## src/rtl/seq_1010_detector_pkg.sv

```systemverilog
// State encodings shared by the Mealy and Moore 1010 detector leaves.
package seq_1010_detector_pkg;

    typedef enum logic [1:0] {
        M_IDLE = 2'd0,
        M_1    = 2'd1,
        M_10   = 2'd2,
        M_101  = 2'd3
    } mealy_state_t;

    typedef enum logic [2:0] {
        S_IDLE = 3'd0,
        S_1    = 3'd1,
        S_10   = 3'd2,
        S_101  = 3'd3,
        S_DET  = 3'd4
    } moore_state_t;

endpackage

```

## src/rtl/seq_1010_detector_mealy.sv

```systemverilog
// Non-overlapping 1010 detector, Mealy form: the flag rises while the final 0 is on din.
module non_overlap_1010_mealy
    import seq_1010_detector_pkg::*;
(
    input  logic clk,
    input  logic rst,
    input  logic din,
    output logic dout
);

    mealy_state_t state;
    mealy_state_t next_state;

    always_ff @(posedge clk or negedge rst) begin
        if (!rst) begin
            state <= M_IDLE;
        end else begin
            state <= next_state;
        end
    end

    // A completed match drops back to idle so no bits of it are reused.
    always_comb begin
        next_state = M_IDLE;
        case (state)
            M_IDLE:  next_state = din ? M_1   : M_IDLE;
            M_1:     next_state = din ? M_1   : M_10;
            M_10:    next_state = din ? M_101 : M_IDLE;
            M_101:   next_state = din ? M_1   : M_IDLE;
            default: next_state = M_IDLE;
        endcase
    end

    assign dout = (state == M_101) && !din;

endmodule

```

## src/rtl/seq_1010_detector_moore.sv

```systemverilog
// Non-overlapping 1010 detector, Moore form: the flag is a decode of the S_DET state.
module non_overlap_1010_moore
    import seq_1010_detector_pkg::*;
(
    input  logic clk,
    input  logic rst,
    input  logic din,
    output logic dout
);

    moore_state_t state;
    moore_state_t next_state;

    always_ff @(posedge clk or negedge rst) begin
        if (!rst) begin
            state <= S_IDLE;
        end else begin
            state <= next_state;
        end
    end

    // Stray encodings fall through the default and recover to idle.
    always_comb begin
        next_state = S_IDLE;
        case (state)
            S_IDLE:  next_state = din ? S_1   : S_IDLE;
            S_1:     next_state = din ? S_1   : S_10;
            S_10:    next_state = din ? S_101 : S_IDLE;
            S_101:   next_state = din ? S_1   : S_DET;
            S_DET:   next_state = din ? S_1   : S_IDLE;
            default: next_state = S_IDLE;
        endcase
    end

    assign dout = (state == S_DET);

endmodule

```

## src/rtl/seq_1010_detector.sv

```systemverilog
// Runs the Mealy and Moore 1010 detectors side by side on the same serial stream.
module seq_1010_detector (
    input  logic clk,
    input  logic rst,
    input  logic din,
    output logic dout_mealy,
    output logic dout_moore
);

    non_overlap_1010_mealy u_mealy (
        .clk  (clk),
        .rst  (rst),
        .din  (din),
        .dout (dout_mealy)
    );

    non_overlap_1010_moore u_moore (
        .clk  (clk),
        .rst  (rst),
        .din  (din),
        .dout (dout_moore)
    );

endmodule

```

## config.mk

```make
export PLATFORM = sky130hd
export DESIGN_NAME = seq_1010_detector
export DESIGN_NICKNAME = d
export VERILOG_FILES = /design/src/rtl/seq_1010_detector_pkg.sv /design/src/rtl/seq_1010_detector_mealy.sv /design/src/rtl/seq_1010_detector_moore.sv /design/src/rtl/seq_1010_detector.sv
export SDC_FILE = /design/constraint.sdc
export NUM_CORES = 1
export LEC_CHECK = 0
export ABC_AREA = 1
export CORE_AREA = 3 3 40 42
export CTS_BUF_LIST = sky130_fd_sc_hd__clkbuf_4 sky130_fd_sc_hd__clkbuf_8
export CTS_CLUSTER_SIZE = 16
export DETAILED_ROUTE_END_ITERATION = 10
export DIE_AREA = 0 0 43 45
export SLEW_MARGIN = 20
export SYNTH_ARGS = -nofsm -noshare
export SYNTH_HDL_FRONTEND = slang
export SYNTH_HIERARCHICAL = 1
export SYNTH_SLANG_ARGS = --single-unit
```

## constraint.sdc

```tcl
create_clock -name clk -period 0.9 [get_ports clk]
set_input_delay 0.18 -clock clk [delete_from_list [all_inputs] [get_ports clk]]
set_output_delay 0.18 -clock clk [all_outputs]
set_load 0.1 [all_outputs]
```

* Yosys cells after proc, flatten, opt, wreduce, memory -nomap -nowiden
Cells that the tools add are included.
** Storage, ports and cells
- Register bits after elaboration :: 5
- Bits in latches :: 0
- Bits in writable memories :: 0
- ROM bits :: 0
- Bits of input ports :: 3
- Word-level logic and storage cells :: 24
- Memories kept :: 0
** Cells by class
- $add $sub $neg :: 0
- Multipliers :: 0
- Div/mod/pow operators :: 0
- $lt $le $gt $ge :: 0
- Eq/ne operators :: 7
- Shifts and indexed selects :: 0
- Multiplexer cells :: 9
- Bitwise logic cells :: 0
- Reductions and logical operators :: 6
** Operator list (count)
- case mux 3 bit (4 select lines) :: 1
- 2-to-1 mux 2 bit :: 4
- == test 3 x 2 -> 1 bit (second input constant) :: 2
- case mux 2 bit (3 select lines) :: 1
- == test 2 bit (second input constant) :: 2
- OR reduction 2 bit :: 2
- == test 3 x 1 -> 1 bit (second input constant) :: 1
- == test 3 bit (second input constant) :: 1
- logical NOT 3 bit :: 1
- 2-to-1 mux 3 bit :: 1
- == test 2 x 1 -> 1 bit (second input constant) :: 1
- logical NOT 2 bit :: 1
- 2-to-1 mux 1 bit :: 2
- logical AND 1 bit :: 1
- logical NOT 1 bit :: 1

* Logic depth before layout (Yosys ltp)
- Depth in word-level cells :: 3
- Depth in mapped cells :: 4
- Depth with buffers taken out :: 4

* Hierarchy
The synthesis kept the hierarchy.
** By module, submodules not included
- non_overlap_1010_moore :: times used 1, cells each 18, area each 147.6 sq um
- non_overlap_1010_mealy :: times used 1, cells each 15, area each 133.9 sq um

* Least setup slack after synthesis
Ideal clock, no wire load.
- Path type :: flip-flop to output port
- Start :: register u_mealy.state[0]
- End :: output dout_mealy
- Data arrival time :: 1.779 ns
- Required time :: 0.720 ns
- Setup slack :: -1.059 ns
- Cell stages (with the launch flop) :: 4
- Cells stage by stage :: dfrtp_1 > ha_1 > inv_1 > nor2_1
** On the way
- Longest elaborated chain between the ends :: 2
** RTL lines
- from (decl) :: line seq_1010_detector_mealy.sv:11 : mealy_state_t state;
- from (signal assigned) :: line seq_1010_detector_mealy.sv:18 : state <= next_state;
- == test 2 bit :: line seq_1010_detector_mealy.sv:34 : assign dout = (state == M_101) && !din;
- logical AND 1 bit :: line seq_1010_detector_mealy.sv:34
- to (decl) :: line seq_1010_detector.sv:6 : output logic dout_mealy,
Every way passes these cells.

* Final worst setup path
Same ends and word-level chain as after synthesis.

==> impl_results.md <==
* Status: finished, violations left
* Failing checks: setup timing
* CTS root buf: clkbuf_4
* Die footprint at 1935 µm²
* Post-synth EDFFs at 0
* Synth Flop Type: dfrtp_1
* Initial antenna violation count at 0
* Max Clk Rate at 805.8 MHz
* Inserted Diodes at 0
* GPL Wtd Cong at 0.6129
* Row cnt at 13
* Setup crit end kind: output port
* Initial Util at 21.91%
* Synthesized instance count at 33
* Yosys warning count at 6
* CP arrival at 1.06 ns
* Gr usage total at 6.611%
* Yosys cell types at 11
* Clock Path Buffers at 2
* Drt drc at 0
* Hold_buf cts at 0
* CP max stage cell: dfrtp_1
* Clock sink total at 5
* Worst Setup SP: u_mealy/state[0]
* Sequential Area at 125.1 µm²
* Synth Cell Area at 281.5 µm²
* CP max FO at 2
* Number of global-route vias before repair at 232
* Via/cell ratio at 3.727
* Routed via count at 246
* Fin crit period at 1.241 ns
* WS Path Type: reg -> out
* Worst-path clk slew at 0.04 ns
* Worst-Skew Late Latency at 0.23 ns
* Count leader, synth: inv_1
* Final hold vios at 0
* CTS buffer count at 3
* Worst R2R Start: u_mealy/state[0]
* VDD IR max at 918.1 µV
* Pwr Density at 2375 nW/µm²
* Multi-input gate area at 167.7 µm²
* Port-buffer cells at 4
* Seq/Total Area, Yosys at 44.44%
* Die height at 45 µm
* TNS Setup at -1.088 ns
* RSZ-0062 raised after global routing: true
* Largest net degree at the start of global routing at 6
* Drt wl/cell at 9.045 µm
* Setup ws final at -0.3410 ns
* Hold WC Path Type: in -> async
* Mean Syn Cell Area at 8.531 µm²
* Layout cells sized above 1 at 66.67%
* Synth top area share at 44.44%
* List of most frequent post-synthesis cells: inv_1 (7), dfrtp_1 (5), nor2_1 (5)
* First drt pass iteration count at 1
* Worst Skew at 0.00002109 ns
* CTS HTree Levels at 1
* Critical Path RT at 0.72 ns
* Global-route wire length before repair at 876 µm
* Worst path max stage delay at 0.35 ns
* Final ANT Viol Nets at 0
* Total grt overflow at 0
* Final Net Count at 58
* Slew @ Worst Pin at 0.2184 ns
* Lkg Pwr at 0.2510 nW
* Drt first-iter violations at 0
* Yosys top cell by area: dfrtp_1
* MaxCap Viol Count at 0
* Final Cycle Share at 137.9%
* Setup violators final at 4
* I/O pin cnt at 5
* Post-DP HPWL at 440.8 µm
* Crit-path cells: ha_2 > inv_2 > nor2_4 > buf_12
* Largest cells by area after synthesis: dfrtp_1 (44%), ha_1 (13%), inv_1 (9.3%)
* Async set-reset flop share out of synthesis at 100.0%
* TritonCTS clock tree: built
* Final Max Tran Viols at 0
* Synth Register Bits at 5
* Max-slew headroom at 85.39%
* Post-synth net total at 39
* Fill count at 139
* Die W at 43 µm
* Core area at 1285 µm²
* Post-layout util at 39.82%
* CP Launch Type: flop
* Total wire length at 597 µm
* Synthesis-to-layout area growth at 81.78%
[report_power, final]
part           total (mW)  leakage (nW)  switching, mW  internal (mW)
clock               0.278        0.0184         0.0815          0.197
sequential          0.315        0.0631         0.0330          0.282
combinational       0.622         0.170          0.312          0.309
total                1.22         0.251          0.427          0.789
[cell type report]
| type | count | share of cell area, % |
|---|---|---|
| Inverter | 8 | 6.357 |
| Timing Repair Buffer | 14 | 26.89 |
| Sequential cell | 5 | 24.45 |
| Multi-Input combinational cell | 20 | 32.76 |
| Clock buffer | 4 | 5.868 |
| Tap cell | 15 | 3.667 |
[cells by family after synthesis]
| group | count (synthesis) | share of synthesized area (%) |
|---|---|---|
| adders and majority gates | 3 | 13.33 |
| DFF | 5 | 44.44 |
| AOI/OAI and AO/OA | 2 | 4.888 |
| and+or+nand+nor | 15 | 26.67 |
| buffers and inverters | 8 | 10.67 |
[timing repair]
action                                 CTS  global route
gates cloned                             0             0
buffers inserted                         3             1
gates resized for setup                  5             7
setup endpoints to repair                5             6
endpoints found under the hold margin    0             0
pin swaps                                2             6
[flip-flops by register name, summed over array words and instances, names as in the netlist]
signal,flops
u_mealy/state,2
u_moore/state,3
[metrics by stage]
stage	setup WS (ns)	instances	area (µm²)	hold slack, ns	total power [mW]
after floorplan	-0.2893	33	296.5	-0.1156	0.5757
after global placement	-0.2861	59	427.9	0.4079	0.7005
after detailed placement	-0.2897	59	427.9	0.4143	0.7176
after CTS	-0.3573	66	486.7	0.1592	1.083
after global routing	-0.3898	66	511.7	0.1638	1.316
final	-0.3410	66	511.7	0.1612	1.216
[final timing paths]
path,end,slack [ns],cells past startpoint
worst min register to register,u_moore/state[2],0.53,2
min in group clk,u_moore/state[0],0.44,3
worst max-delay path,dout_mealy,-0.34,4
max in group asynchronous,u_mealy/state[0],0.55,1
worst min-delay path,u_moore/state[2],0.16,1
worst max register to register,u_mealy/state[0],-0.28,6
[cells in the final DEF (no fill, tap or decap)]
cell / Yosys / routed
dlygate4sd2_1: 0 / 1
nor2_1: 5 / 2
nor3_2: 1 / 1
nand2_2: 4 / 5
inv_2: 1 / 2
buf_12: 0 / 2
buf_6: 0 / 1
clkbuf_4: 0 / 4
buf_4: 0 / 9
ha_4: 0 / 1
ha_2: 0 / 2
o21ai_2: 1 / 2
nor2_2: 1 / 2
nand2_1: 4 / 3
clkdlybuf4s50_1: 0 / 1
inv_4: 0 / 1
dfrtp_1: 5 / 5
nor2_4: 0 / 2
inv_1: 7 / 5
[critical path, delay by kind of cell (launching register included)]
kind | cells | cell delay [ns]
adder cells (fa/ha/maj) | 1 | 0.18
buffers and inverters | 2 | 0.22
flip-flops | 1 | 0.35
AND/OR/NAND/NOR | 1 | 0.09
[routing by layer]
metal	part of all wire, %	global-route usage, %
met4	0	7.229
met2	56	9.880
met5	0	0
met3	2.8	1.195
met1	41	7.579
No activity file was read; power rests on OpenSTA's default activity.
